## config.mk

```make
export PLATFORM = sky130hd
export DESIGN_NAME = audio_i2s_receiver_flat
export DESIGN_NICKNAME = d
export VERILOG_FILES = /design/src/rtl/audio_i2s_pkg.sv /design/src/rtl/audio_i2s_receiver_if.sv /design/src/rtl/audio_i2s_receiver_sync.sv /design/src/rtl/audio_i2s_receiver.sv /design/src/flat_wrapper.sv
export SDC_FILE = /design/constraint.sdc
export NUM_CORES = 1
export LEC_CHECK = 0
export BUFFER_PORTS_ARGS = -buffer_cell sky130_fd_sc_hd__clkbuf_2
export CORE_UTILIZATION = 45
export CTS_CLUSTER_DIAMETER = 30
export DETAILED_ROUTE_END_ITERATION = 10
export RECOVER_POWER = 100
export REMOVE_ABC_BUFFERS = 1
export SLEW_MARGIN = 15
export SYNTH_ARGS = -nofsm -noshare
export SYNTH_HDL_FRONTEND = slang
export SYNTH_HIERARCHICAL = 1
export SYNTH_SLANG_ARGS = --single-unit
```

## constraint.sdc

```tcl
create_clock -name sys_clk -period 5.6 [get_ports sys_clk]
set_clock_uncertainty 0.15 [all_clocks]
set_input_delay 1.68 -clock sys_clk [delete_from_list [all_inputs] [get_ports sys_clk]]
set_output_delay 1.68 -clock sys_clk [all_outputs]
set_load 0.05 [all_outputs]
```

## src/rtl/audio_i2s_pkg.sv

```systemverilog
// Shared constants and types for the codec I2S capture and playback paths.
// Word widths are common to the ADC receiver and the DAC driver.
package audio_i2s_pkg;

   localparam int BIT_CNT_W = 6;

   localparam int AUD_W16 = 16;
   localparam int AUD_W24 = 24;
   localparam int AUD_W32 = 32;

   typedef enum logic {
      CH_LEFT  = 1'b0,
      CH_RIGHT = 1'b1
   } ch_sel_e;

endpackage

```

## src/rtl/audio_i2s_receiver_if.sv

```systemverilog
// Codec ADC pins plus the captured stereo sample bus.
// master = the receiver, slave = the synth engine and the codec pads.
interface audio_i2s_receiver_if #(
   parameter int DATA_W = 24
);

   logic              iAUD_BCLK;
   logic              iAUD_ADCLRCK;
   logic              iAUD_ADCDAT;
   logic              i_err_clr;
   logic [DATA_W-1:0] o_lsound_in;
   logic [DATA_W-1:0] o_rsound_in;
   logic              o_sample_valid;
   logic              o_frame_err;

   modport master (
      input  iAUD_BCLK,
      input  iAUD_ADCLRCK,
      input  iAUD_ADCDAT,
      input  i_err_clr,
      output o_lsound_in,
      output o_rsound_in,
      output o_sample_valid,
      output o_frame_err
   );

   modport slave (
      output iAUD_BCLK,
      output iAUD_ADCLRCK,
      output iAUD_ADCDAT,
      output i_err_clr,
      input  o_lsound_in,
      input  o_rsound_in,
      input  o_sample_valid,
      input  o_frame_err
   );

endinterface

```

## src/rtl/audio_i2s_receiver_sync.sv

```systemverilog
// Brings the codec BCLK/LRCK/DAT into sys_clk and flags BCLK rises.
// All three outputs are registered so they stay aligned with bclk_rise.
module i2s_in_sync #(
   parameter int SYNC_STAGES = 2
) (
   input  logic sys_clk,
   input  logic reset_reg,
   input  logic bclk,
   input  logic lrck,
   input  logic dat,
   output logic bclk_rise,
   output logic lrck_s,
   output logic dat_s
);

   logic [SYNC_STAGES-1:0] bclk_q;
   logic [SYNC_STAGES-1:0] lrck_q;
   logic [SYNC_STAGES-1:0] dat_q;
   logic                   bclk_prev;

   always_ff @(posedge sys_clk or posedge reset_reg) begin
      if (reset_reg) begin
         bclk_q    <= '0;
         lrck_q    <= '0;
         dat_q     <= '0;
         bclk_prev <= 1'b0;
         bclk_rise <= 1'b0;
         lrck_s    <= 1'b0;
         dat_s     <= 1'b0;
      end else begin
         bclk_q    <= {bclk_q[SYNC_STAGES-2:0], bclk};
         lrck_q    <= {lrck_q[SYNC_STAGES-2:0], lrck};
         dat_q     <= {dat_q[SYNC_STAGES-2:0], dat};
         bclk_prev <= bclk_q[SYNC_STAGES-1];
         bclk_rise <= bclk_q[SYNC_STAGES-1] & ~bclk_prev;
         lrck_s    <= lrck_q[SYNC_STAGES-1];
         dat_s     <= dat_q[SYNC_STAGES-1];
      end
   end

endmodule

```

## src/rtl/audio_i2s_receiver.sv

```systemverilog
// I2S slave receiver for the codec ADC: deserialises L/R words MSB-first
// and presents each complete stereo pair with a one-cycle valid strobe.
import audio_i2s_pkg::*;

module audio_i2s_receiver #(
   parameter int DATA_W      = AUD_W24,
   parameter int SYNC_STAGES = 2
) (
   input  logic                 sys_clk,
   input  logic                 reset_reg,
   audio_i2s_receiver_if.master aud
);

   localparam logic [BIT_CNT_W:0] DW_N = (BIT_CNT_W+1)'(DATA_W);

   logic bclk_rise;
   logic lrck_s;
   logic dat_s;

   i2s_in_sync #(
      .SYNC_STAGES (SYNC_STAGES)
   ) u_sync (
      .sys_clk   (sys_clk),
      .reset_reg (reset_reg),
      .bclk      (aud.iAUD_BCLK),
      .lrck      (aud.iAUD_ADCLRCK),
      .dat       (aud.iAUD_ADCDAT),
      .bclk_rise (bclk_rise),
      .lrck_s    (lrck_s),
      .dat_s     (dat_s)
   );

   ch_sel_e              lrck_prev;
   logic                 lr_vld;
   logic                 armed;
   logic                 left_ok;
   logic [BIT_CNT_W-1:0] bit_cnt;
   logic [DATA_W-1:0]    shreg;
   logic [DATA_W-1:0]    stage_l;
   logic [DATA_W-1:0]    lsound;
   logic [DATA_W-1:0]    rsound;
   logic                 valid;
   logic                 frame_err;

   logic                 shift_en;
   logic [DATA_W-1:0]    word;
   logic [BIT_CNT_W:0]   n_bits;
   logic                 edge_det;
   logic                 short_slot;
   logic                 err_set;

   // lr_vld keeps the first LRCK seen after reset from counting as an edge
   always_comb begin
      shift_en   = {1'b0, bit_cnt} < DW_N;
      word       = shift_en ? {shreg[DATA_W-2:0], dat_s} : shreg;
      n_bits     = {1'b0, bit_cnt} + {{BIT_CNT_W{1'b0}}, shift_en};
      short_slot = n_bits < DW_N;
      edge_det   = bclk_rise & lr_vld & (lrck_s != lrck_prev);
      err_set    = edge_det & armed & short_slot;
   end

   always_ff @(posedge sys_clk or posedge reset_reg) begin
      if (reset_reg) begin
         lrck_prev <= CH_LEFT;
         lr_vld    <= 1'b0;
         armed     <= 1'b0;
         left_ok   <= 1'b0;
         bit_cnt   <= '0;
         shreg     <= '0;
         stage_l   <= '0;
         lsound    <= '0;
         rsound    <= '0;
         valid     <= 1'b0;
         frame_err <= 1'b0;
      end else begin
         valid <= 1'b0;
         if (err_set) begin
            frame_err <= 1'b1;
         end else if (aud.i_err_clr) begin
            frame_err <= 1'b0;
         end
         if (bclk_rise) begin
            lr_vld    <= 1'b1;
            lrck_prev <= ch_sel_e'(lrck_s);
            shreg     <= word;
            if (edge_det) begin
               bit_cnt <= '0;
            end else if (bit_cnt != '1) begin
               bit_cnt <= bit_cnt + 1'b1;
            end
            // the edge-cycle bit is the LSB of the slot being closed
            if (edge_det) begin
               if (!armed) begin
                  armed <= 1'b1;
               end else if (lrck_prev == CH_LEFT) begin
                  if (short_slot) begin
                     left_ok <= 1'b0;
                  end else begin
                     stage_l <= word;
                     left_ok <= 1'b1;
                  end
               end else begin
                  if (!short_slot && left_ok) begin
                     lsound <= stage_l;
                     rsound <= word;
                     valid  <= 1'b1;
                  end
                  left_ok <= 1'b0;
               end
            end
         end
      end
   end

   assign aud.o_lsound_in    = lsound;
   assign aud.o_rsound_in    = rsound;
   assign aud.o_sample_valid = valid;
   assign aud.o_frame_err    = frame_err;

endmodule

```

## src/flat_wrapper.sv

```systemverilog
// flat-port wrapper written by rule: the top's interface ports become plain ports
module audio_i2s_receiver_flat 
#(
   parameter int DATA_W      = AUD_W24,
   parameter int SYNC_STAGES = 2
)
  (sys_clk, reset_reg, aud_iAUD_BCLK, aud_iAUD_ADCLRCK, aud_iAUD_ADCDAT, aud_i_err_clr, aud_o_lsound_in, aud_o_rsound_in, aud_o_sample_valid, aud_o_frame_err);
  audio_i2s_receiver_if #(.DATA_W(DATA_W)) aud_i ();
  input  logic sys_clk;
  input  logic reset_reg;
  input wire logic [$bits(aud_i.iAUD_BCLK)-1:0] aud_iAUD_BCLK;
  input wire logic [$bits(aud_i.iAUD_ADCLRCK)-1:0] aud_iAUD_ADCLRCK;
  input wire logic [$bits(aud_i.iAUD_ADCDAT)-1:0] aud_iAUD_ADCDAT;
  input wire logic [$bits(aud_i.i_err_clr)-1:0] aud_i_err_clr;
  output wire logic [$bits(aud_i.o_lsound_in)-1:0] aud_o_lsound_in;
  output wire logic [$bits(aud_i.o_rsound_in)-1:0] aud_o_rsound_in;
  output wire logic [$bits(aud_i.o_sample_valid)-1:0] aud_o_sample_valid;
  output wire logic [$bits(aud_i.o_frame_err)-1:0] aud_o_frame_err;
  assign aud_i.iAUD_BCLK = aud_iAUD_BCLK;
  assign aud_i.iAUD_ADCLRCK = aud_iAUD_ADCLRCK;
  assign aud_i.iAUD_ADCDAT = aud_iAUD_ADCDAT;
  assign aud_i.i_err_clr = aud_i_err_clr;
  assign aud_o_lsound_in = aud_i.o_lsound_in;
  assign aud_o_rsound_in = aud_i.o_rsound_in;
  assign aud_o_sample_valid = aud_i.o_sample_valid;
  assign aud_o_frame_err = aud_i.o_frame_err;
  audio_i2s_receiver #(.DATA_W(DATA_W), .SYNC_STAGES(SYNC_STAGES)) u_core (.sys_clk(sys_clk), .reset_reg(reset_reg), .aud(aud_i));
endmodule
```

---- Yosys cells after proc, flatten, opt, wreduce, memory -nomap -nowiden ----
Index checks and enable logic that the tools add are counted.
storage, ports and cells
  register bits after elaboration ......... 118
  output and inout port bits .............. 50
  word-level logic and storage cells ...... 53
operators by class
  add/sub/neg operators ................... 2
  magnitude comparators ................... 2
  equality and inequality tests ........... 2
  multiplexer cells ....................... 12
  bitwise logic cells ..................... 8
  reduce and logical (&&, ||, !) cells .... 9
operator list
  cell                 count
  $mux 24              1
  $mux 6               2
  $reduce_and 5->1     2
  $mux 1               9
  $add 6x1->7          1
  $lt 7x5->1 const B   1
  $add 6x1->6 const B  1
  $lt 6x5->1 const B   1
  $ne 6x6->1 const B   1
  $and 1x1->1          5
  $reduce_and 2->1     2
  $reduce_bool 2->1    2
  $not 1->1            3
  $reduce_and 3->1     1
  $logic_and 1x1->1    1
  $logic_not 1->1      1
  $ne 1x1->1           1

---- Longest topological paths before layout ----
  word-level depth ........................ 10
  mapped depth ............................ 7
  mapped depth without buffers ............ 5

---- Hierarchy ----
Netlist, hierarchy kept.
modules (own cells, without submodules)
  module              times used  cells each  area each (um^2)
  audio_i2s_receiver  1           363         4,352.9
  i2s_in_sync         1           12          267.8

---- Least setup slack after synthesis ----
OpenSTA, ideal clock, no wires.
  path kind ............................... register -> output
  start point ............................. register u_core.frame_err, in the netlist u_core/aud.o_frame_err
  end point ............................... output aud_o_frame_err
  arrival time ............................ 0.600 ns
  data required time ...................... 3.770 ns
  path slack .............................. 3.170 ns
  stages on the path, launching flop included .. 1
  buffers on the path ..................... 0
  path through ............................ dfrtp_1
RTL lines
  what                      RTL line                  text
  start: declaration        audio_i2s_receiver.sv:43  logic frame_err;
  start signal: assignment  audio_i2s_receiver.sv:74  frame_err <= 1'b0;
  start signal: assignment  audio_i2s_receiver.sv:78  frame_err <= 1'b1;
  start signal: assignment  audio_i2s_receiver.sv:80  frame_err <= 1'b0;
  end: declaration          flat_wrapper.sv:18        output wire logic [$bits(aud_i.o_frame_err)-1:0] aud_o_frame_err;
No word-level cell between the ends.

---- Worst setup path after layout ----
  start point ............................. register u_core.u_sync.bclk_rise
  end point ............................... register u_core.lsound[22], in the netlist u_core/aud.o_lsound_in[22]
between the ends
  word-level cells in the longest chain between the ends .. 3
ends and longest elaborated chain
  what                                   RTL line                       text
  start: declaration                     audio_i2s_receiver_sync.sv:11  output logic bclk_rise,
  start signal: assignment               audio_i2s_receiver_sync.sv:35  bclk_rise <= bclk_q[SYNC_STAGES-1] & ~bclk_prev;
  $and 1x1->1 (2 in a row)               audio_i2s_receiver.sv:58       edge_det = bclk_rise & lr_vld & (lrck_s != lrck_prev);
  $reduce_and 5->1 (no source line) (*)  n/a
  end signal: assignment                 audio_i2s_receiver.sv:104      lsound <= stage_l;
  end: declaration                       audio_i2s_receiver.sv:40       logic [DATA_W-1:0] lsound;
Mark *: on every way between the ends. The rest lies on a longest branch, timed or not.
A chain may end at the register's enable or synchronous reset.

==> qor.yml <==
grt_pass1_wl_um: 13270
fillers: 846
p_leak_nw: 2.866
crit_start: "u_core/u_sync/bclk_rise"
place_ws_ns: 2.507
postRouteAntennaNets: 0
peakVddDrop_v: 0.0001868
final_net_count: 441
layout_commonest_cell: "dfrtp_1"
die_w_um: 103.3
hp-class: "flop to flop"
drt-initial-drc-count: 102
seqPwrFrac: 0.444
cp.required_ns: 5.83
clkPwrFrac: 0.494
finalSetupTns_ns: 0
die-height_um: 103.3
cts_tree: "built"
timing.rr.start: "u_core/u_sync/bclk_rise"
layout-drive-gt1-share: 0.1099
fin_cells: 579
total_power_mw: 2.169
endpoint: "u_core/aud.o_lsound_in[22]"
fin_util: 0.5596
antenna_cells: 0
cts-buffers-inserted: 17
crit_type: "flop to flop"
viasPerCell: 4.990
grt.total_usage: 0.1689
run_status: "finished with violations"
insertion_delay_ns: 0.51
final_area_um2: 5520
htreeDepth: 4
reg2reg_slack_ns: 1.65
max_cap_violations: 2
drv_slew: 93
grt_pass1_vias: 2752
max_freq_ghz: 0.2532
period_share: 0.7053
p_int_mw: 1.659
cts.sink_count: 118
whs_ns: 0.1965
swShare: 0.2351
setup_viol: 0
yosysWarningCount: 6
grt_overflow_total: 0
cts_root_buffer: "clkbuf_8"
clk_pin_slew_ns: 0.06
grt_max_degree: 88
dp_hpwl_um: 4952
rr_endpoint: "u_core/aud.o_lsound_in[22]"
area_growth_pct: 19.47
start_util: 0.4684
ys_seq_area_frac: 0.6390
powerDensity_nw_per_um2: 392.9
netlist_area_um2: 4621
period_minus_slack_ns: 3.950
coreArea_um2: 9864
start_kind: "flop"
gp_congestion: 0.7936
drc: 0
hold_buffers: 0
vias: 2889
post_cts_buffers: 0
drt_pass1_iterations: 4
synth_seq_cells: 118
rsz0062_at_grt: "false"
failed_checks: "max-capacitance violations, max-slew violations"
pin_count: 56
layout_common_cells: "dfrtp_1, clkbuf_1, a21oi_1, nor2_1, mux2i_1"
drt_wl_total_um: 8066
worst_pin_slew_ns: 1.736
crit_fanout: 60
grt_antenna_before_repair: 0
synth.distinct_cells: 32
hold_viol_final: 0
rr_worst_depth: 4
netSwitchingPower_mw: 0.5098
place_area_um2: 5010
placedCellCount: 548
routedWlPerCell_um: 13.93
numPortBuffers: 55
dieArea_um2: 10680
cp-end-kind: "flop"
relSlewSlack: -0.1570
arrival_ns: 4.18
post-route-worst-setup-slack_ns: 1.650
row_count: 36
syn_area_per_cell_um2: 12.32
netlist_instances: 375
combPwrFrac: 0.062
clk_path_buf_depth: 2
cts_resized: 0
-- registers in the layout (all words and copies together), names as in the netlist --
register	count
u_core/left_ok	1
u_core/u_sync/dat_s	1
u_core/stage_l	24
u_core/aud.o_frame_err	1
u_core/aud.o_sample_valid	1
u_core/u_sync/bclk_rise	1
u_core/lrck_prev	1
u_core/aud.o_rsound_in	24
u_core/shreg	24
u_core/u_sync/lrck_s	1
u_core/armed	1
u_core/u_sync/lrck_q	2
u_core/u_sync/bclk_q	2
u_core/u_sync/dat_q	2
u_core/u_sync/bclk_prev	1
u_core/aud.o_lsound_in	24
u_core/lr_vld	1
u_core/bit_cnt	6
-- power groups by stage --
stage	registers (mW)	clock network (mW)	logic [mW]
floorplan	0.966	0	0.102
global placement	0.975	0	0.134
detailed placement	0.976	0	0.137
CTS	0.962	1.09	0.139
global route	0.970	1.14	0.155
finish	0.962	1.07	0.135
-- Yosys cell counts --
| cell | number | share of area |
|---|---|---|
| dfrtp_1 | 118 | 0.64 |
| a21oi_1 | 52 | 0.056 |
| nor2_1 | 51 | 0.041 |
| mux2i_1 | 48 | 0.10 |
| inv_1 | 30 | 0.024 |
| mux2_1 | 17 | 0.041 |
| clkbuf_1 | 9 | 0.0073 |
| mux2_2 | 8 | 0.019 |
| buf_2 | 5 | 0.0054 |
| buf_6 | 4 | 0.0097 |
| nand2_1 | 4 | 0.0032 |
| xnor2_1 | 3 | 0.0057 |
| a21o_1 | 2 | 0.0032 |
| and4_1 | 2 | 0.0038 |
| nand4_1 | 2 | 0.0027 |
| nand4b_1 | 2 | 0.0038 |
| o21ai_0 | 2 | 0.0022 |
| or3_1 | 2 | 0.0027 |
| a211oi_1 | 1 | 0.0016 |
| a21boi_0 | 1 | 0.0016 |
| a21oi_2 | 1 | 0.0019 |
| a32o_1 | 1 | 0.0022 |
| a41oi_1 | 1 | 0.0019 |
| and2_1 | 1 | 0.0014 |
| buf_1 | 1 | 0.00081 |
| ha_1 | 1 | 0.0027 |
| nand3_1 | 1 | 0.0011 |
| nor2b_4 | 1 | 0.0030 |
| nor3_1 | 1 | 0.0011 |
| o2bb2ai_1 | 1 | 0.0019 |
| o31ai_1 | 1 | 0.0016 |
| or2_2 | 1 | 0.0014 |
-- layout make-up --
cell class	instances	area (um2)	area share
Inverter	30	117.6	0.02131
Sequential cell	118	2953	0.5349
Clock buffer	20	445.4	0.08069
Tap cell	133	166.4	0.03015
Multi-Input combinational cell	208	1450	0.2627
Clock inverter	11	150.1	0.02720
Timing Repair Buffer	59	237.7	0.04306
-- critical path: stages, from the launching register on --
cell and delay (ns):
dfrtp_1 1.50, nand2_1 0.23, or3_1 1.08, buf_4 0.51
mux2_1 0.34
-- cell families (layout without fill, tap and decap cells) --
| kind of cell | after synthesis | count (layout) | synth area share |
|---|---|---|---|
| flip-flops | 118 | 118 | 0.6390 |
| multiplexers | 73 | 73 | 0.1649 |
| AND/OR/NAND/NOR | 68 | 68 | 0.06553 |
| AO/OA/AOI/OAI | 63 | 63 | 0.07447 |
| buffers and inverters | 49 | 120 | 0.04766 |
| XOR/XNOR | 3 | 3 | 0.005687 |
| adder cells (fa/ha/maj) | 1 | 1 | 0.002707 |
-- how the worst min path moves through the flow --
stage | startpoint | endpoint | slack (ns) | cells after the start
global route | u_core/u_sync/lrck_q[1] | u_core/u_sync/lrck_s | 0.20 | 0
detailed placement | u_core/u_sync/lrck_q[1] | u_core/u_sync/lrck_s | 0.18 | 0
floorplan | u_core/u_sync/bclk_q[0] | u_core/u_sync/bclk_q[1] | 0.18 | 0
finish | u_core/u_sync/dat_q[0] | u_core/u_sync/dat_q[1] | 0.20 | 0
global placement | u_core/u_sync/lrck_q[1] | u_core/u_sync/lrck_s | 0.18 | 0
CTS | u_core/u_sync/lrck_q[1] | u_core/u_sync/lrck_s | 0.20 | 0
-- per-layer routing --
| layer | GRT usage | part of all wire |
|---|---|---|
| met1 | 0.2210 | 0.48 |
| met2 | 0.2528 | 0.46 |
| met3 | 0.06317 | 0.040 |
| met4 | 0.07367 | 0.013 |
| met5 | 0 | 0 |
(Power assumes the default switching activity.)
